[src/rtl/seg7_scan_ctrl.sv]
// seg7_scan_ctrl
// Time-multiplexed scan controller for a two-digit 7-segment display sharing
// one segment bus. Each digit gets a lit slot of SCAN_DIV cycles, preceded by
// a BLANK_CYC dead-time where both selects are off, to avoid ghosting.
// Upstream writes land in pending registers and are copied into the active
// registers only when the scan enters that digit's blanking slot, so a lit
// digit never changes mid-slot.
//
// Parameters:
//   SCAN_DIV   lit slot length per digit, in clk cycles (>= 2)
//   BLANK_CYC  dead-time before each lit slot, in clk cycles (>= 1)
// Ports:
//   clk        system clock
//   rst_n      asynchronous active-low reset
//   wr_en      write strobe, one write per asserted cycle
//   wr_addr    target digit (0 = digit 1, 1 = digit 2)
//   wr_data    hex value to display
//   digit_on   per-digit enable, sampled live (bit0 = digit 1, bit1 = digit 2)
//   sm_cs1_n   digit 1 select, active-low, registered
//   sm_cs2_n   digit 2 select, active-low, registered
//   sm_db      segments {g..a}, active-high, registered
//   frame_done one-cycle pulse on entering BLANK0 from SHOW1

module seg7_scan_ctrl #(
    parameter int SCAN_DIV  = 50000,
    parameter int BLANK_CYC = 500
) (
    input  logic       clk,
    input  logic       rst_n,
    input  logic       wr_en,
    input  logic       wr_addr,
    input  logic [3:0] wr_data,
    input  logic [1:0] digit_on,
    output logic       sm_cs1_n,
    output logic       sm_cs2_n,
    output logic [6:0] sm_db,
    output logic       frame_done
);

    localparam int MAX_LEN = (SCAN_DIV > BLANK_CYC) ? SCAN_DIV : BLANK_CYC;
    localparam int CW      = $clog2(MAX_LEN);

    localparam logic [CW-1:0] SHOW_LAST  = CW'(SCAN_DIV - 1);
    localparam logic [CW-1:0] BLANK_LAST = CW'(BLANK_CYC - 1);

    typedef enum logic [1:0] {
        BLANK0 = 2'd0,
        SHOW0  = 2'd1,
        BLANK1 = 2'd2,
        SHOW1  = 2'd3
    } state_t;

    state_t        state;
    state_t        state_nx;
    logic [CW-1:0] cnt;
    logic [CW-1:0] len_m1;
    logic          slot_end;
    logic          run_en;
    logic [3:0]    pend [2];
    logic [3:0]    act  [2];

    // Hex to {g..a} segment pattern.
    function automatic logic [6:0] seg_decode(input logic [3:0] v);
        logic [6:0] s;
        s = 7'h00;
        case (v)
            4'h0: s = 7'h3f;
            4'h1: s = 7'h06;
            4'h2: s = 7'h5b;
            4'h3: s = 7'h4f;
            4'h4: s = 7'h66;
            4'h5: s = 7'h6d;
            4'h6: s = 7'h7d;
            4'h7: s = 7'h07;
            4'h8: s = 7'h7f;
            4'h9: s = 7'h6f;
            4'hA: s = 7'h77;
            4'hB: s = 7'h7c;
            4'hC: s = 7'h39;
            4'hD: s = 7'h5e;
            4'hE: s = 7'h79;
            4'hF: s = 7'h71;
            default: s = 7'h00;
        endcase
        return s;
    endfunction

    // Slot length depends on whether we are blanking or showing. run_en holds
    // the counter for the first edge after reset release so that edge is
    // counter 0 of BLANK0, giving BLANK0 its full BLANK_CYC edges.
    always_comb begin
        len_m1   = (state == BLANK0 || state == BLANK1) ? BLANK_LAST : SHOW_LAST;
        slot_end = run_en && (cnt == len_m1);
        state_nx = state;
        if (slot_end) begin
            case (state)
                BLANK0:  state_nx = SHOW0;
                SHOW0:   state_nx = BLANK1;
                BLANK1:  state_nx = SHOW1;
                SHOW1:   state_nx = BLANK0;
                default: state_nx = BLANK0;
            endcase
        end
    end

    // Scan FSM, digit storage and registered outputs. Outputs are decoded from
    // the next state so they switch on the same edge as the state itself.
    // A write sampled on a BLANKk entry edge is forwarded straight into act[k].
    always_ff @(posedge clk or negedge rst_n) begin
        if (!rst_n) begin
            state      <= BLANK0;
            cnt        <= '0;
            run_en     <= 1'b0;
            pend[0]    <= 4'h0;
            pend[1]    <= 4'h0;
            act[0]     <= 4'h0;
            act[1]     <= 4'h0;
            sm_cs1_n   <= 1'b1;
            sm_cs2_n   <= 1'b1;
            sm_db      <= 7'h00;
            frame_done <= 1'b0;
        end else begin
            run_en <= 1'b1;
            state  <= state_nx;

            if (wr_en) begin
                pend[wr_addr] <= wr_data;
            end

            if (slot_end) begin
                cnt <= '0;
            end else if (run_en) begin
                cnt <= cnt + CW'(1);
            end

            if (slot_end && state_nx == BLANK0) begin
                act[0] <= (wr_en && !wr_addr) ? wr_data : pend[0];
            end
            if (slot_end && state_nx == BLANK1) begin
                act[1] <= (wr_en && wr_addr) ? wr_data : pend[1];
            end

            frame_done <= slot_end && (state == SHOW1);

            sm_cs1_n <= 1'b1;
            sm_cs2_n <= 1'b1;
            sm_db    <= 7'h00;
            case (state_nx)
                SHOW0: begin
                    if (digit_on[0]) begin
                        sm_cs1_n <= 1'b0;
                        sm_db    <= seg_decode(act[0]);
                    end
                end
                SHOW1: begin
                    if (digit_on[1]) begin
                        sm_cs2_n <= 1'b0;
                        sm_db    <= seg_decode(act[1]);
                    end
                end
                default: begin
                end
            endcase
        end
    end

endmodule
[config.mk]
export PLATFORM = sky130hd
export DESIGN_NAME = seg7_scan_ctrl
export DESIGN_NICKNAME = d
export VERILOG_FILES = /design/src/rtl/seg7_scan_ctrl.sv
export SDC_FILE = /design/constraint.sdc
export NUM_CORES = 1
export LEC_CHECK = 0
export CAP_MARGIN = 20
export CORE_UTILIZATION = 40
export DETAILED_ROUTE_END_ITERATION = 8
export PLACE_DENSITY = 0.55
export SLEW_MARGIN = 20
export SYNTH_ARGS = -nofsm -noshare
export SYNTH_HDL_FRONTEND = slang
export SYNTH_SLANG_ARGS = --single-unit
[constraint.sdc]
create_clock -name clk -period 3.15 [get_ports clk]
set_clock_uncertainty 0.05 [all_clocks]
set_input_delay 0.63 -clock clk [delete_from_list [all_inputs] [get_ports clk]]
set_output_delay 0.63 -clock clk [all_outputs]
set_load 0.005 [all_outputs]
==> impl_metrics.csv <==
group,metric,value,unit
timing,slew_headroom,56.5,%
clock_network,holdBufCountCts,0,
worst_setup_path,slowest_stage,"or4b_4",
synthesis,synth_ff_type,"dfrtp_1",
worst_setup_path,rrSetupSlack,0.41,ns
final_layout,regArea,1130,µm²
clock_network,cts_tree,"built",
final_layout,syn_to_final_growth,14.9,%
clock_network,path_clk_slew,0.08,ns
synthesis,yosysWarnings,0,
synthesis,avgSynthCellArea,10.7,µm²
synthesis,synth.distinct_cells,42,
synthesis,synth-edff-count,0,
worst_setup_path,crit_type,"flop to flop",
power,comb_power_share,13.3,%
worst_setup_path,cpPeakStageDelay,0.55,ns
worst_setup_path,worstPathCellList,"or4b_1 -> or4b_4 -> nor3_4 -> nor3b_4 -> mux2_2",
timing,setup_viol,0,
timing,finalHoldViolCount,0,
run_status,status,"finished, final reports clean",
timing,finalWorstSetupSlack,0.406,ns
power,vdd_drop_max,254,µV
power,power,1.19,mW
route,viasPerCell,5.15,
floorplan,die_area,6360,µm²
power,swShare,26.6,%
route,wl_per_cell,13.6,µm
clock_network,clockBufferDepth,2,
route,wirelength,4380,µm
floorplan,die_y,79.7,µm
global_route,grt_pass1_vias,1590,
placed_design,portBuffers,19,
floorplan,initial_utilization,42.6,%
worst_setup_path,crit_start,"cnt[10]$_DFFE_PN0P_",
timing,rsz0062_at_grt,"false",
worst_setup_path,start_kind,"flop",
worst_setup_path,cp_data_arrival_time,2.87,ns
worst_setup_path,end_kind,"flop",
timing,period_share,87.1,%
synthesis,syn-instance-count,225,
worst_setup_path,required,3.28,ns
final_layout,fin_cells,322,
floorplan,core,5680,µm²
power,power_density,428,nW/µm²
placed_design,dpl.hpwl,3190,µm
synthesis,syn-num-nets,251,
route,vias,1657,
global_route,antenna_found_initial,0,
floorplan,die_w,79.7,µm
timing,worst_pin_slew,0.647,ns
final_layout,diodes,0,
final_layout,layout-drive-gt1-share,14.0,%
clock_network,clkSinkCount,45,
synthesis,ys_seq_area_share,46.7,%
worst_hold_path,worstHoldPathType,"input pin to asynchronous set/reset pin",
final_layout,fill_cells,557,
clock_network,cts_root_buffer,"clkbuf_8",
final_layout,nNetsFinal,275,
power,p_leak,1.17,nW
clock_network,post-cts-setup-buffers,0,
power,internal_power,0.871,mW
timing,finalSetupTns,0,ns
synthesis,synth_area,2420,µm²
placed_design,dp_cells,314,
timing,period_needed,2.74,ns
route,drtAntennaViolNets,0,
worst_setup_path,rr_startpoint,"cnt[10]$_DFFE_PN0P_",
synthesis,async_flop_share,100,%
timing,drv_slew,0,
global_route,grt-ovfl-total,0,
timing,max_freq,364,MHz
global_route,grt_pass1_wl,7770,µm
clock_network,numCtsBuffers,5,
power,clockPowerShare,28.2,%
floorplan,io_pins,20,
flow_run,maxCapViolations,0,
clock_network,insertion_delay,0.29,ns
global_route,grt_max_degree,46,
route,drc,0,
power,seqPwrFrac,58.4,%
placed_design,post-place-ws,0.430,ns
clock_network,cts_htree_levels,2,
route,initialDrtViolationCount,74,
synthesis,synth_seq_cells,45,
route,dr.pass1.iters,4,
power,p_switching,0.316,mW
clock_network,cts_resized,0,
final_layout,multi_input_area,1230,µm²
placed_design,gp_congestion,0.747,
worst_setup_path,crit_fanout,6,
floorplan,rows,27,
global_route,grt_util_all_layers,16.0,%
[cells by family (layout without fill, tap and decap cells)]
family,Yosys count,count (layout),share of synthesized area [%]
other cells,1,1,0.155
xor+xnor,13,13,4.71
simple gates,74,74,17.1
compound gates,34,34,8.03
fa+ha+maj,16,16,8.29
flops,45,45,46.7
mux,27,27,12.6
buf+inv,15,40,2.38
[layer usage]
layer	vias to the layer above	track usage, %	wire length [µm]
li1	839	-	-
met2	37	22.0	1710
met3	6	3.77	180
met4	0	6.18	57
met1	775	23.9	2420
met5	-	0	0
[through the flow]
stage	cell area [µm²]	hold slack, ns	utilization, %
6_report	2780	0.264	48.9
2_1_floorplan	2420	0.284	-
4_1_cts	2770	0.439	48.9
5_1_grt	2780	0.315	48.9
3_5_place_dp	2690	0.425	47.5
3_3_place_gp	2690	0.421	47.5
[power by group through the flow]
stage | sequential [mW] | clock (mW) | combinational, mW
after floorplan | 0.687 | 0 | 0.118
after global routing | 0.705 | 0.374 | 0.184
after global placement | 0.702 | 0 | 0.159
after detailed placement | 0.704 | 0 | 0.160
final | 0.694 | 0.335 | 0.158
after CTS | 0.693 | 0.350 | 0.161
[cell usage in the layout, fill, tap and decap left out, types with 2 or more instances in the layout]
cell             count
nor2_1              21
or2_2                2
o211ai_1             2
buf_4                4
o21ai_0             11
clkbuf_8             5
nand2b_1             3
nor2b_1              2
clkbuf_1             3
a21oi_1             10
xor2_1               8
nand2_1             13
or3_1                2
mux2i_1              8
nand4_1              5
dfstp_2              2
and3_1               2
nand3_1              8
inv_1               10
ha_1                16
mux2_2              18
xnor2_1              5
clkdlybuf4s50_1     18
o22ai_1              8
nor3_1               3
dfrtp_1             43
and2_1               2
[final cells by class]
| class | instances | area share, % |
|---|---|---|
| clock buffer | 8 | 2.88 |
| inverter | 10 | 1.35 |
| multi-input combinational | 165 | 44.3 |
| sequential | 45 | 40.6 |
| tap | 72 | 3.24 |
| timing repair buffer | 22 | 7.57 |
[worst max-delay path, delay by kind of cell, from the launching register on]
| family | cells | cell delay [ns] |
|---|---|---|
| muxes | 1 | 0.37 |
| DFF | 1 | 0.42 |
| and+or+nand+nor | 4 | 1.78 |
[final timing paths]
| path | to | depth (start not counted) |
|---|---|---|
| max | act[4]$_DFFE_PN0P_ | 5 |
| min | cnt[7]$_DFFE_PN0P_ | 1 |
| max reg2reg | act[4]$_DFFE_PN0P_ | 5 |
| min reg2reg | cnt[12]$_DFFE_PN0P_ | 1 |
| max in group asynchronous | sm_cs1_n$_DFF_PN1_ | 1 |
| min in group clk | cnt[12]$_DFFE_PN0P_ | 1 |
[cells in the mapped netlist, types with 2 or more instances]
cell type / count / area, µm²
o21ai_0: 11 / 55.1
nor3_1: 3 / 15.0
clkbuf_1: 3 / 11.3
inv_1: 10 / 37.5
and3_1: 2 / 12.5
dfrtp_1: 43 / 1080
or2_2: 2 / 12.5
mux2i_1: 8 / 80.1
and2_1: 2 / 12.5
xnor2_1: 5 / 43.8
o22ai_1: 8 / 50.1
nand4_1: 5 / 31.3
a21oi_1: 10 / 50.1
or3_1: 2 / 12.5
nor2_1: 21 / 78.8
nand3_1: 8 / 40.0
ha_1: 16 / 200
nor2b_1: 2 / 12.5
mux2_2: 18 / 203
dfstp_2: 2 / 52.6
xor2_1: 8 / 70.1
nand2b_1: 3 / 18.8
nand2_1: 13 / 48.8
o211ai_1: 2 / 15.0
[flip-flops by register name, indices dropped and copies added (netlist names)]
register	count
act	8
cnt	16
frame_done	1
pend	8
run_en	1
sm_cs1_n	1
sm_cs2_n	1
sm_db	7
state	2
No activity file was read; power rests on OpenSTA's default activity.
